--- src/rtl/ps2_mouse_tracker.sv ---
// Receive-only PS/2 mouse front end: pin conditioning, frame deframing,
// packet assembly and clamped cursor tracking for the display path.
module ps2_mouse_tracker #(
  parameter int unsigned POS_W   = 16,
  parameter int unsigned X_MAX   = 639,
  parameter int unsigned Y_MAX   = 479,
  parameter int unsigned WHEEL   = 0,
  parameter int unsigned FILT    = 4,
  parameter int unsigned TIMEOUT = 50000
) (
  input  logic             clk,
  input  logic             rst,
  input  logic             ps2_clk,
  input  logic             ps2_data,
  output logic [POS_W-1:0] pos_x,
  output logic [POS_W-1:0] pos_y,
  output logic [2:0]       buttons,
  output logic [3:0]       wheel,
  output logic             pkt_valid,
  output logic             err
);

  localparam int unsigned SW = POS_W + 2;
  localparam int unsigned FW = (FILT > 1) ? $clog2(FILT) : 1;
  localparam int unsigned TW = $clog2(TIMEOUT + 1);
  localparam logic [1:0] LAST = 2'(2 + WHEEL);
  localparam logic signed [SW-1:0] XMAX_S = SW'(X_MAX);
  localparam logic signed [SW-1:0] YMAX_S = SW'(Y_MAX);

  typedef enum logic [1:0] {
    F_IDLE,
    F_DATA,
    F_PARITY,
    F_STOP
  } fstate_t;

  logic          clk_s1, clk_s2, dat_s1, dat_s2;
  logic          filt_clk;
  logic [FW-1:0] filt_cnt;
  logic          fall;
  logic          samp;

  fstate_t       fstate;
  logic [2:0]    bit_cnt;
  logic [7:0]    shreg;
  logic          par_ok;
  logic          byte_stb;
  logic          frame_err;

  logic [TW-1:0] to_cnt;
  logic          active;
  logic          timeout_c;

  logic [1:0]    idx;
  logic [6:0]    hdr;  // {y_ovf, x_ovf, y_sign, x_sign, middle, right, left}
  logic [7:0]    b1;
  logic [7:0]    b2;

  logic [7:0]           fin_y;
  logic signed [8:0]    dx, dy;
  logic signed [SW-1:0] sum_x, dif_y;
  logic [POS_W-1:0]     nx, ny;

  // Two-stage synchronisers on both PS/2 pins
  always_ff @(posedge clk or negedge rst) begin
    if (!rst) begin
      clk_s1 <= 1'b1;
      clk_s2 <= 1'b1;
      dat_s1 <= 1'b1;
      dat_s2 <= 1'b1;
    end else begin
      clk_s1 <= ps2_clk;
      clk_s2 <= clk_s1;
      dat_s1 <= ps2_data;
      dat_s2 <= dat_s1;
    end
  end

  // Glitch filter on ps2_clk; a filtered falling edge captures the data bit
  always_ff @(posedge clk or negedge rst) begin
    if (!rst) begin
      filt_clk <= 1'b1;
      filt_cnt <= '0;
      fall     <= 1'b0;
      samp     <= 1'b1;
    end else begin
      fall <= 1'b0;
      if (clk_s2 == filt_clk) begin
        filt_cnt <= '0;
      end else if (filt_cnt == FW'(FILT - 1)) begin
        filt_clk <= clk_s2;
        filt_cnt <= '0;
        if (!clk_s2) begin
          fall <= 1'b1;
          samp <= dat_s2;
        end
      end else begin
        filt_cnt <= filt_cnt + FW'(1);
      end
    end
  end

  // Idle watchdog: only armed while a frame or packet is partially received
  assign active = (fstate != F_IDLE) || (idx != 2'd0);

  always_comb begin
    timeout_c = active && !fall && (to_cnt == TW'(TIMEOUT - 1));
  end

  // Watchdog counter, cleared by any device clock activity
  always_ff @(posedge clk or negedge rst) begin
    if (!rst) begin
      to_cnt <= '0;
    end else if (fall || !active || timeout_c) begin
      to_cnt <= '0;
    end else begin
      to_cnt <= to_cnt + TW'(1);
    end
  end

  // Frame FSM: start, 8 data bits LSB first, odd parity, stop
  always_ff @(posedge clk or negedge rst) begin
    if (!rst) begin
      fstate    <= F_IDLE;
      bit_cnt   <= '0;
      shreg     <= '0;
      par_ok    <= 1'b0;
      byte_stb  <= 1'b0;
      frame_err <= 1'b0;
    end else begin
      byte_stb  <= 1'b0;
      frame_err <= 1'b0;
      if (timeout_c) begin
        fstate <= F_IDLE;
      end else if (fall) begin
        case (fstate)
          F_IDLE: begin
            if (!samp) begin
              fstate  <= F_DATA;
              bit_cnt <= '0;
            end
          end
          F_DATA: begin
            shreg   <= {samp, shreg[7:1]};
            bit_cnt <= bit_cnt + 3'd1;
            if (bit_cnt == 3'd7) fstate <= F_PARITY;
          end
          F_PARITY: begin
            par_ok <= ^{shreg, samp};
            fstate <= F_STOP;
          end
          F_STOP: begin
            fstate <= F_IDLE;
            if (samp && par_ok) byte_stb <= 1'b1;
            else frame_err <= 1'b1;
          end
          default: fstate <= F_IDLE;
        endcase
      end
    end
  end

  // Movement deltas and clamped next cursor position for the final byte
  always_comb begin
    fin_y = (WHEEL != 0) ? b2 : shreg;
    dx    = hdr[5] ? 9'sd0 : {hdr[3], b1};
    dy    = hdr[6] ? 9'sd0 : {hdr[4], fin_y};
    sum_x = SW'(pos_x) + {{(SW - 9){dx[8]}}, dx};
    dif_y = SW'(pos_y) - {{(SW - 9){dy[8]}}, dy};
    if (sum_x[SW-1])        nx = '0;
    else if (sum_x > XMAX_S) nx = POS_W'(X_MAX);
    else                     nx = sum_x[POS_W-1:0];
    if (dif_y[SW-1])        ny = '0;
    else if (dif_y > YMAX_S) ny = POS_W'(Y_MAX);
    else                     ny = dif_y[POS_W-1:0];
  end

  // Packet assembler, header resync, cursor update and strobes
  always_ff @(posedge clk or negedge rst) begin
    if (!rst) begin
      idx       <= '0;
      hdr       <= '0;
      b1        <= '0;
      b2        <= '0;
      pos_x     <= POS_W'(X_MAX / 2);
      pos_y     <= POS_W'(Y_MAX / 2);
      buttons   <= '0;
      wheel     <= '0;
      pkt_valid <= 1'b0;
      err       <= 1'b0;
    end else begin
      pkt_valid <= 1'b0;
      err       <= 1'b0;
      if (timeout_c || frame_err) begin
        idx <= '0;
        err <= 1'b1;
      end else if (byte_stb) begin
        if (idx == LAST) begin
          pos_x     <= nx;
          pos_y     <= ny;
          buttons   <= hdr[2:0];
          wheel     <= (WHEEL != 0) ? shreg[3:0] : 4'h0;
          pkt_valid <= 1'b1;
          idx       <= '0;
        end else begin
          case (idx)
            2'd0: begin
              if (!shreg[3]) begin
                err <= 1'b1;
              end else begin
                hdr <= {shreg[7:4], shreg[2:0]};
                idx <= 2'd1;
              end
            end
            2'd1: begin
              b1  <= shreg;
              idx <= 2'd2;
            end
            default: begin
              b2  <= shreg;
              idx <= 2'd3;
            end
          endcase
        end
      end
    end
  end

endmodule

--- config.mk ---
export PLATFORM = sky130hd
export DESIGN_NAME = ps2_mouse_tracker
export DESIGN_NICKNAME = d
export VERILOG_FILES = /design/src/rtl/ps2_mouse_tracker.sv
export SDC_FILE = /design/constraint.sdc
export NUM_CORES = 1
export LEC_CHECK = 0
export ABC_AREA = 1
export BUFFER_PORTS_ARGS = -buffer_cell sky130_fd_sc_hd__clkbuf_2
export CAP_MARGIN = 20
export CORE_MARGIN = 10
export CORE_UTILIZATION = 49
export DETAILED_ROUTE_END_ITERATION = 16
export GPL_TIMING_DRIVEN = 0
export PLACE_DENSITY = 0.69
export SYNTH_ARGS = -nofsm -noshare
export SYNTH_HDL_FRONTEND = slang
export SYNTH_SLANG_ARGS = --single-unit
--- constraint.sdc ---
create_clock -name clk -period 2.6 [get_ports clk]
set_input_delay 0.13 -clock clk [delete_from_list [all_inputs] [get_ports clk]]
set_output_delay 0.13 -clock clk [all_outputs]
set_load 0.05 [all_outputs]
Word level (Yosys, flattened, before mapping). Index checks and enable logic that the tools add are counted.

Add/sub/neg operators: 5. Order comparisons: 2. Eq/ne operators: 13. Mux-type cells: 40. Bitwise logic cells: 5. Reduce and logical (&&, ||, !) cells: 27.

Operator list (count): $mux 16 (5); $mux 2 (10); $mux 1 (19); $add 17x9->18 (1); $gt 18x10->1 const B (1); $gt 18x11->1 const B (1); $mux 9 (2); $sub 17x9->18 (1); $add 16x1->16 const B (1); $eq 16x16->1 const B (1); $reduce_and 3->1 (5); $reduce_bool 2->1 (5); $reduce_xor 9->1 (1); $eq 2x2->1 const B (4); $pmux 2 s4 (1); $reduce_and 4->1 (2); $ne 3x3->1 const B (2); $pmux 3 s2 (1); $not 1->1 (5); $reduce_and 5->1 (1); $eq 2x1->1 const B (2); $logic_not 2->1 (2); $logic_or 1x1->1 (4); $ne 4x4->1 const B (1); 10 further kinds (14).

Flip-flop bits (word level): 95. Input port bits: 4. Output and inout bits: 41. Logic and storage cells: 115.

Longest topological paths before layout.
Depth after elaboration: 7. Gate-level depth with buffers: 19. Gate-level depth less buffers: 19.

Least setup slack after synthesis. OpenSTA, ideal clock, no wires.

Kind: reg-to-reg. Start: register pos_x[0]. End: register pos_x[9]. Library setup time: 118 ps. Arrival time: 2508 ps. Data required time: 2482 ps. Slack: -26 ps. Cell stages (with the launch flop): 18. Path buffers: 0. Period minus slack after synthesis: 2626 ps. Path through: dfstp_2 > ha_1 > inv_1 > fa_1 > inv_1 > nand3_1 > nand2_1 > nand2_1 > nand2_1 > nand3_1 > nand2_1 > nand2_1 > nand2_1 > nand2_1 > nor3_4 > nand3_1 > nand2_1 > nand2_1.

Word-level cells in the longest chain between the ends: 4.

RTL lines: from (decl) (line 15) `output logic [POS_W-1:0] pos_x,`; from (signal assigned) (line 185) `pos_x <= POS_W'(X_MAX / 2);`; from (signal assigned) (line 199) `pos_x <= nx;`; $add 17x9->18 * (line 168) `sum_x = SW'(pos_x) + {{(SW - 9){dx[8]}}, dx};`; $gt 18x11->1 (line 171) `else if (sum_x > XMAX_S) nx = POS_W'(X_MAX);`; $mux 16 (line 171); $mux 16 * (line 170) `if (sum_x[SW-1]) nx = '0;`.

Mark *: on every way between the ends. The rest lies on a longest branch, timed or not. A chain may end at the register's enable or synchronous reset.

Worst setup path in the final report.
Start: register hdr[5]. End: register pos_x[2].

Word-level cells in the longest chain between the ends: 5.

RTL lines: from (decl) (line 55) `logic [6:0] hdr;`; from (signal assigned) (line 211) `hdr <= {shreg[7:4], shreg[2:0]};`; $mux 9 * (line 166) `dx = hdr[5] ? 9'sd0 : {hdr[3], b1};`; $add 17x9->18 * (line 168); $gt 18x11->1 (line 171); $mux 16 (line 171); $mux 16 * (line 170).

Marked as above.

==> results.yml <==
timing:
  setup_tns_ps: -141
  setup-violations-final: 6
  relSlewSlack_pct: 60.8
  grt_setup_unrepaired: "yes"
  worst_pin_slew_ps: 588
  finalWorstSetupSlack_ps: -40.1
  fin_skew_ps: 9.64
  period_share_pct: 102
  slew_violations: 0
  hold_violations: 0
  finalCriticalPeriod_ps: 2640
  max_freq_mhz: 379
clock_network:
  cts-htree-levels: 3
  clk_pin_slew_ps: 80
  clockBufferDepth: 2
  cts_tree: "done"
  numCtsBuffers: 9
  cts.sinks: 95
  cts_root_buffer: "clkbuf_16"
  clkLatencyLatePin_ps: 360
power:
  seqPwrFrac_pct: 44.8
  power.density_nw_per_um2: 451
  p_comb_share_pct: 16.8
  ir_drop_mv: 0.433
  switchingPower_mw: 1.06
  power.leakage_nw: 4.29
  clkPwrFrac_pct: 38.5
  p_int_mw: 2.52
  swShare_pct: 29.6
critical_path:
  critPathCaptureType: "flop"
  cp_max_fo: 6
  criticalPathCategory: "flop to flop"
  cp.arrival_ps: 2920
  startpoint: "hdr[5]$_DFFE_PN0P_"
  critPathRequiredTime_ps: 2880
  cp-start-kind: "flop"
  r2r-start: "hdr[5]$_DFFE_PN0P_"
floorplanning:
  chipWidth_um: 135
  chipHeight_um: 135
  pin_count: 45
  rows: 41
  die_area_um2: 18200
  start_util_pct: 50.7
  core_um2: 12800
global_route:
  grt_max_degree: 57
  use_met3_pct: 3.04
  track_usage_pct: 16.7
  grtUsageMet1_pct: 22.1
  overflow: 0
  antenna_found_initial: 0
  grt-busiest-layer: "met2"
  gr-usage-met2_pct: 27.2
  grt_pass1_wl_um: 25400
  grt_pass1_vias: 5380
synth:
  ys.flop_type: "dfrtp_1"
  synth_most_common_cell: "nand2_1"
  syn_area_um2: 6470
  avgSynthCellArea_um2: 7.21
  synthTopCellsByCount: "306 x nand2_1, 139 x inv_1, 75 x dfrtp_1"
  seq_area_frac_synth_pct: 37.1
  synthCells: 898
  ys_seq_elements: 95
  ys_warn_count: 0
  yosysUniqueCellTypes: 49
  yosys.area.top_type: "dfrtp_1"
  synth_top_area_share_pct: 29.0
  synthArstFlopShare_pct: 100
  synthTopCellsByArea: "dfrtp_1 29%, nand2_1 18%, dfstp_2 8.1%"
  synth-edff-count: 0
drt:
  dr_total_vias: 5878
  wire_per_inst_um: 13.5
  first_iter_violations: 471
  ant_nets: 0
  route.detailed.drc: 0
  firstDrtPassIters: 5
  wl_um: 15700
  vias_per_cell: 5.06
placed_design:
  io_buffers: 40
  placed_area_um2: 6950
  gp_congestion: 0.869
  place_ws_ps: -565
  dp_hpwl_um: 10900
layout:
  antenna_cells: 0
  nets: 1029
  drive_gt1_share_pct: 25.2
  fillers: 1112
  syn2layout_area_growth_pct: 22.8
  final_area_um2: 7950
min_path:
  hold_class: "primary input to asynchronous set/reset pin"
run_status:
  outcome: "complete, but fails checks"
  violations: "setup timing"
flow_run:
  max-cap-violations: 0
through the flow:
stage	std cells	utilization, %	hold slack [ps]	total power, mW
finish	1161	62.2	329	3.58
global route	1161	62.2	366	3.76
CTS	1148	58.9	350	3.55
detailed placement	1114	54.4	192	2.15
global placement	1113	54.2	217	2.14
floorplan	901	-	-166	2.01
cell type report:
class,count,area [um^2],area share [%]
well taps,172,215,2.71
inverters,151,581,7.30
repair buffers,70,503,6.33
flip-flops and latches,95,2400,30.2
multi-input cells,641,3830,48.2
clock buffers,9,225,2.83
plain buffers,15,108,1.35
repair inverters,1,6.26,0.0787
clock inverters,7,78.8,0.992
per-layer routing:
metal / share of wire, % / wire length [um]
met1: 46 / 7230
met2: 48 / 7550
met3: 4.3 / 674
met4: 1.5 / 238
met5: 0 / 0
sequential cells by signal (all words and copies together) (netlist names), 2 cells and up:
register,cells
pos_x,16
pos_y,16
to_cnt,16
b1,8
fin_y,8
hdr,7
bit_cnt,3
buttons,3
filt_cnt,2
fstate,2
idx,2
power groups by stage:
stage               combinational (mW)  clock (mW)  sequential (mW)
floorplan                        0.389           0             1.62
global placement                 0.505           0             1.63
detailed placement               0.518           0             1.63
CTS                              0.535        1.41             1.61
global route                     0.679        1.47             1.61
finish                           0.601        1.38             1.61
worst max-delay path: stages, from the launching register on:
cell     delay (ps)
dfrtp_1         390
buf_6           140
nor2_4          130
ha_4            150
inv_2            40
fa_2            350
inv_2            70
nand3_2          60
nand2_2         100
nand2_4          70
nand2_4          90
buf_6           100
nand3_2          80
nand4_1         100
nand2_2          80
nor3_4          210
buf_6           150
buf_16          110
nand3_2          50
nand2_1          60
nand2_1          50
kinds of logic after synthesis:
| family | share of synthesized area [%] |
|---|---|
| buffers and inverters | 10.5 |
| XOR/XNOR | 2.98 |
| flip-flops | 37.1 |
| adder cells (fa/ha/maj) | 8.16 |
| AND/OR/NAND/NOR | 34.6 |
| other | 0.0579 |
| multiplexers | 0.174 |
| AO/OA/AOI/OAI | 6.49 |
layout by cell type (no fill, tap or decap), types with 7 or more instances in the layout:
cell	n
a21oi_2	8
dfstp_2	20
nand2_2	26
nor3_1	8
inv_1	134
nor2_2	14
nand4_1	14
xor2_1	7
nand3_2	19
nand2_1	288
inv_2	12
nor2_1	49
nand3_1	56
buf_4	25
clkbuf_2	40
clkbuf_16	9
xnor2_1	15
o21ai_0	23
ha_1	25
a21oi_1	12
nand2_4	8
dfrtp_1	75
o21ai_2	8
ha_4	13
worst paths after layout:
| check | end | cells after the start | slack (ps) |
|---|---|---|---|
| max in group asynchronous | pos_x[1]$_DFFE_PN1P_ | 3 | 1540 |
| min in group clk | dat_s2$_DFF_PN1_ | 0 | 360 |
| max | pos_x[2]$_DFFE_PN1P_ | 20 | -40 |
| max reg2reg | pos_x[2]$_DFFE_PN1P_ | 20 | -40 |
| min reg2reg | dat_s2$_DFF_PN1_ | 0 | 360 |
| min | pos_y[14]$_DFFE_PN0P_ | 2 | 330 |
what timing repair did:
action / 4_1_cts / 5_1_grt
gates cloned: 2 / 1
setup buffers: 13 / 13
endpoints found under the setup margin: 19 / 30
hold buffers: 3 / 0
pin swaps: 16 / 30
resized for setup: 35 / 68
endpoints found under the hold margin: 32 / 0
No activity file was read; power rests on OpenSTA's default activity.
